<file path="config.mk">
export PLATFORM = sky130hd
export DESIGN_NAME = lincomb_pipe
export DESIGN_NICKNAME = d
export VERILOG_FILES = /design/src/rtl/lincomb_pipe.sv
export SDC_FILE = /design/constraint.sdc
export NUM_CORES = 1
export LEC_CHECK = 0
export BUFFER_PORTS_ARGS = -buffer_cell sky130_fd_sc_hd__buf_2
export CORE_MARGIN = 5
export CORE_UTILIZATION = 40
export CTS_CLUSTER_DIAMETER = 30
export CTS_CLUSTER_SIZE = 24
export DETAILED_ROUTE_END_ITERATION = 10
export HOLD_SLACK_MARGIN = 0.1
export PLACE_DENSITY = 0.57
export SLEW_MARGIN = 40
export SYNTH_ARGS = -nofsm -noshare
export SYNTH_HDL_FRONTEND = slang
export SYNTH_SLANG_ARGS = --single-unit
</file>
<file path="constraint.sdc">
create_clock -name clk -period 7.8 [get_ports clk]
set_clock_uncertainty 0.1 [all_clocks]
set_input_delay 0.78 -clock clk [delete_from_list [all_inputs] [get_ports clk]]
set_output_delay 0.78 -clock clk [all_outputs]
set_load 0.01 [all_outputs]
</file>
<file path="src/rtl/lincomb_pipe.sv">
// lincomb_pipe
//   Four-stage handshaked pipeline computing
//     e = sat(k0*a + k1*b + k2*c + k3*d)
//   with runtime-programmable signed coefficients. Each accepted sample
//   carries its own copy of the coefficients down the pipe, so coefficient
//   writes never disturb samples already in flight.
//
// Ports
//   clk, rst            clock, asynchronous active-high reset
//   in_valid/in_ready   input handshake; in_ready is combinational from out_ready
//   a, b, c, d          unsigned operands (W bits)
//   cfg_we/sel/data     coefficient write port (k[cfg_sel] <= cfg_data)
//   out_valid/out_ready output handshake
//   e                   signed saturated result (OW bits)
//   ovf, ovf_clr        sticky saturation flag and its clear (set wins)
//   s1, s2, s3          partial-sum registers of stages 1..3 (debug taps)
module lincomb_pipe #(
  parameter int W  = 8,
  parameter int CW = 6,
  parameter int OW = 16,
  localparam int ACC = W + CW + 3
) (
  input  logic                  clk,
  input  logic                  rst,
  input  logic                  in_valid,
  output logic                  in_ready,
  input  logic [W-1:0]          a,
  input  logic [W-1:0]          b,
  input  logic [W-1:0]          c,
  input  logic [W-1:0]          d,
  input  logic                  cfg_we,
  input  logic [1:0]            cfg_sel,
  input  logic [CW-1:0]         cfg_data,
  output logic                  out_valid,
  input  logic                  out_ready,
  output logic signed [OW-1:0]  e,
  output logic                  ovf,
  input  logic                  ovf_clr,
  output logic signed [ACC-1:0] s1,
  output logic signed [ACC-1:0] s2,
  output logic signed [ACC-1:0] s3
);

  // Operand zero-extended, coefficient sign-extended, product formed at the
  // full accumulator width so it is exact.
  function automatic logic signed [ACC-1:0] mul(input logic [W-1:0] x,
                                                input logic signed [CW-1:0] k);
    logic signed [ACC-1:0] xs;
    logic signed [ACC-1:0] ks;
    xs = $signed({{(ACC-W){1'b0}}, x});
    ks = {{(ACC-CW){k[CW-1]}}, k};
    return xs * ks;
  endfunction

  // Value fits in OW bits when all bits from the OW-1 position upward agree.
  function automatic logic out_of_range(input logic signed [ACC-1:0] x);
    return !((&x[ACC-1:OW-1]) || !(|x[ACC-1:OW-1]));
  endfunction

  function automatic logic signed [OW-1:0] sat(input logic signed [ACC-1:0] x);
    if (out_of_range(x)) begin
      return x[ACC-1] ? {1'b1, {(OW-1){1'b0}}} : {1'b0, {(OW-1){1'b1}}};
    end
    return x[OW-1:0];
  endfunction

  logic signed [CW-1:0]  k_q [4];

  logic                  vld_p1_q, vld_p2_q, vld_p3_q, vld_p4_q;
  logic                  ld1, ld2, ld3, ld4;

  logic signed [ACC-1:0] p1_q;
  logic [W-1:0]          b_p1_q, c_p1_q, d_p1_q;
  logic signed [CW-1:0]  k1_p1_q, k2_p1_q, k3_p1_q;

  logic signed [ACC-1:0] p2_q;
  logic [W-1:0]          c_p2_q, d_p2_q;
  logic signed [CW-1:0]  k2_p2_q, k3_p2_q;

  logic signed [ACC-1:0] p3_q;
  logic [W-1:0]          d_p3_q;
  logic signed [CW-1:0]  k3_p3_q;

  logic signed [OW-1:0]  e_q;
  logic                  ovf_q, ovf_d;
  logic signed [ACC-1:0] sum_d;

  // Load enables ripple back from the consumer so a full pipe drains with
  // no bubble: a stage may load when empty or when its successor loads.
  always_comb begin
    ld4 = !vld_p4_q || out_ready;
    ld3 = !vld_p3_q || ld4;
    ld2 = !vld_p2_q || ld3;
    ld1 = !vld_p1_q || ld2;
  end

  assign in_ready = ld1;

  always_ff @(posedge clk or posedge rst) begin
    if (rst) begin
      k_q[0] <= CW'(5);
      k_q[1] <= CW'(5);
      k_q[2] <= CW'(-4);
      k_q[3] <= CW'(3);
    end else if (cfg_we) begin
      k_q[cfg_sel] <= cfg_data;
    end
  end

  // Stage 1: k0*a, snapshot of k1..k3 taken from the pre-write register file
  always_ff @(posedge clk or posedge rst) begin
    if (rst) begin
      vld_p1_q <= 1'b0;
      p1_q     <= '0;
      b_p1_q   <= '0;
      c_p1_q   <= '0;
      d_p1_q   <= '0;
      k1_p1_q  <= '0;
      k2_p1_q  <= '0;
      k3_p1_q  <= '0;
    end else if (ld1) begin
      vld_p1_q <= in_valid;
      if (in_valid) begin
        p1_q    <= mul(a, k_q[0]);
        b_p1_q  <= b;
        c_p1_q  <= c;
        d_p1_q  <= d;
        k1_p1_q <= k_q[1];
        k2_p1_q <= k_q[2];
        k3_p1_q <= k_q[3];
      end
    end
  end

  // Stage 2: + k1*b
  always_ff @(posedge clk or posedge rst) begin
    if (rst) begin
      vld_p2_q <= 1'b0;
      p2_q     <= '0;
      c_p2_q   <= '0;
      d_p2_q   <= '0;
      k2_p2_q  <= '0;
      k3_p2_q  <= '0;
    end else if (ld2) begin
      vld_p2_q <= vld_p1_q;
      if (vld_p1_q) begin
        p2_q    <= p1_q + mul(b_p1_q, k1_p1_q);
        c_p2_q  <= c_p1_q;
        d_p2_q  <= d_p1_q;
        k2_p2_q <= k2_p1_q;
        k3_p2_q <= k3_p1_q;
      end
    end
  end

  // Stage 3: + k2*c
  always_ff @(posedge clk or posedge rst) begin
    if (rst) begin
      vld_p3_q <= 1'b0;
      p3_q     <= '0;
      d_p3_q   <= '0;
      k3_p3_q  <= '0;
    end else if (ld3) begin
      vld_p3_q <= vld_p2_q;
      if (vld_p2_q) begin
        p3_q    <= p2_q + mul(c_p2_q, k2_p2_q);
        d_p3_q  <= d_p2_q;
        k3_p3_q <= k3_p2_q;
      end
    end
  end

  // Stage 4: + k3*d, saturate into the output register
  always_comb begin
    sum_d = p3_q + mul(d_p3_q, k3_p3_q);
    ovf_d = (ovf_q && !ovf_clr) || (ld4 && vld_p3_q && out_of_range(sum_d));
  end

  always_ff @(posedge clk or posedge rst) begin
    if (rst) begin
      vld_p4_q <= 1'b0;
      e_q      <= '0;
      ovf_q    <= 1'b0;
    end else begin
      ovf_q <= ovf_d;
      if (ld4) begin
        vld_p4_q <= vld_p3_q;
        if (vld_p3_q) begin
          e_q <= sat(sum_d);
        end
      end
    end
  end

  assign out_valid = vld_p4_q;
  assign e         = e_q;
  assign ovf       = ovf_q;
  assign s1        = p1_q;
  assign s2        = p2_q;
  assign s3        = p3_q;

endmodule

</file>
==> impl_metrics.json <==
{
  "status": "completed",
  "min_path_type": "primary input to async pin",
  "cts_tree": "built",
  "root_buffer": "clkbuf_16",
  "postCtsSetupRepairBufs": 0,
  "clkLatencyLatePin_ns": 0.44,
  "drv_cap": 0,
  "period_share_pct": 69.5,
  "cts-buffers-inserted": 17,
  "yosysMostFrequentCell": "inv_1",
  "drt_pre_antenna_iters": 5,
  "dieArea_um2": 41100,
  "avgSynthCellArea_um2": 10.1,
  "antenna_cells": 0,
  "cp_max_fo": 24,
  "first_iter_violations": 411,
  "wl_mm": 31.7,
  "grt_usage_pct": 15.9,
  "crit_family": "adder cells",
  "antenna_found_initial": 0,
  "vias": 10100,
  "die_x_um": 203,
  "drive_gt1_share_pct": 17.2,
  "hold_slack_ns": 0.281,
  "synth_warnings": 0,
  "cp_common_cell": "fa_1",
  "relSlewSlack_pct": 55.9,
  "cp-end-kind": "flip-flop",
  "gp_congestion": 0.835,
  "grt_overflow": 0,
  "synthCells": 1479,
  "synth.ff_latch_count": 178,
  "synth_area_um2": 14900,
  "tns_ns": 0,
  "cpPeakStageDelay_ns": 0.58,
  "cts_sinks": 178,
  "cts_hold_buffers": 0,
  "stdcell_count": 2065,
  "path_buf_inv": 3,
  "setup_violations": 0,
  "start_kind": "flip-flop",
  "layout.nets": 1926,
  "fmax_mhz": 184,
  "ys_dominant_reg_cell": "dfrtp_1",
  "ys_types": 63,
  "cts_resized": 0,
  "drc_errors": 0,
  "via_per_inst": 4.89,
  "start_util_pct": 40.5,
  "async_reset_ff_share_pct": 100,
  "fp.dieH_um": 203,
  "cts.clk_slew.worst_paths_ns": 0.07,
  "numPortBuffers": 115,
  "worst_pin_slew_ns": 0.661,
  "rows": 70,
  "hpwl_mm": 25.7,
  "dp_cells": 2033,
  "rsz0062_at_grt": "false",
  "area_growth_syn_to_layout_pct": 11.0,
  "yosysTopAreaCell": "dfrtp_1",
  "critPathKind": "flip-flop to flip-flop",
  "grt_pass1_vias": 10300,
  "slew_viol_final": 0,
  "wl_per_cell_um": 15.3,
  "hold_viol_final": 0,
  "synth_top_area_share_pct": 28.3,
  "cp_cell_sequence": "inv_1 > nor2_1 > fa_1 > fa_1 > fa_1 > inv_1 > fa_1 > inv_1 > ha_1 > nand4_2 > nor4_4 > nor4_2 > o21ai_4 > xor2_4 > nand2_2 > a311oi_1",
  "final_antenna_net_count": 0,
  "ys_seq_area_share_pct": 30.0,
  "synth_edf_count": 0,
  "syn_nets": 1821,
  "required_ns": 8.05,
  "arrival_ns": 5.67,
  "core_um2": 36700,
  "ioPinCount": 116,
  "synth.top_cells.by_count": "225 x inv_1, 224 x nand2_1, 168 x dfrtp_1, 162 x ha_1, 134 x fa_1",
  "clk_path_buf_depth": 2,
  "period_minus_slack_ns": 5.42,
  "yosys-top-cells-area": "dfrtp_1 28%, fa_1 18%, ha_1 14%, mux2_2 6.7%, inv_1 5.7%",
  "grt_pass1_wl_mm": 53.1,
  "slowest_stage": "dfrtp_1",
  "grt_max_degree": 113,
  "cts.htree.levels": 4
}
## per-stage QoR
step | worst slack (ns) | cell area (um^2) | util, %
floorplan | 2.11 | 14900 | -
global placement | 2.46 | 15900 | 43.4
detailed placement | 2.31 | 15900 | 43.4
CTS | 2.30 | 16500 | 45.0
global route | 1.89 | 16500 | 45.0
finish | 2.38 | 16500 | 45.0
## metal layers
layer | share of wire [%] | GRT usage (%) | vias up
li1 | - | - | 4975
met4 | 1.1 | 3.15 | 0
met1 | 45 | 20.6 | 4999
met5 | 0 | 0 | -
met3 | 3.4 | 3.37 | 16
met2 | 51 | 27.6 | 112
## final cells by class
type / instances / area, um^2
Sequential cell: 178 / 4470
Multi-Input combinational cell: 1042 / 9420
Clock inverter: 12 / 113
Clock buffer: 20 / 447
Timing Repair Buffer: 120 / 621
Fill cell: 3545 / 20200
Tap cell: 468 / 586
Inverter: 225 / 857
## cells by family (layout without fill, tap and decap cells)
group | count (synthesis) | after routing | synth area share (%)
and+or+nand+nor | 429 | 429 | 14.0
AOI/OAI and AO/OA | 179 | 179 | 7.61
adders and majority gates | 296 | 296 | 31.7
xor gates and xnor gates | 49 | 49 | 3.21
muxes | 89 | 89 | 6.74
DFF | 178 | 178 | 30.0
buffers and inverters | 259 | 377 | 6.75
## path summary, 6_finish.rpt
path,start,endpoint,slack [ns],cells after the start
min in group clk,k2_p1_q[1],k2_p2_q[1],0.36,2
max reg2reg,k3_p3_q[5],e[13],2.38,16
max in group asynchronous,rst,e[2],6.33,3
min reg2reg,k2_p1_q[1],k2_p2_q[1],0.36,2
max,k3_p3_q[5],e[13],2.38,16
min,rst,d_p1_q[6],0.28,2
## placed cells by master, fill, tap and decap left out, types with 31 or more instances in the layout
master	instances
inv_1	224
nand2_1	222
dfrtp_1	168
ha_1	162
fa_1	134
buf_2	115
and2_1	92
mux2_2	89
a21oi_1	45
o21ai_1	32
xnor2_1	31
## sequential cells by signal (all words and copies together), names as in the netlist, 6 cells and up
signal / cells
k_q: 24
c_p2_q: 8
k3_p1_q: 6
c_p1_q: 8
s1: 15
k3_p2_q: 6
k2_p1_q: 6
b_p1_q: 8
s2: 17
k3_p3_q: 6
k2_p2_q: 6
d_p2_q: 8
k1_p1_q: 6
e: 16
d_p1_q: 8
d_p3_q: 8
s3: 17
Power is left out: the tool's default activity adds up to more than one toggle a clock period on the data nets, which glitch-free logic cannot reach.
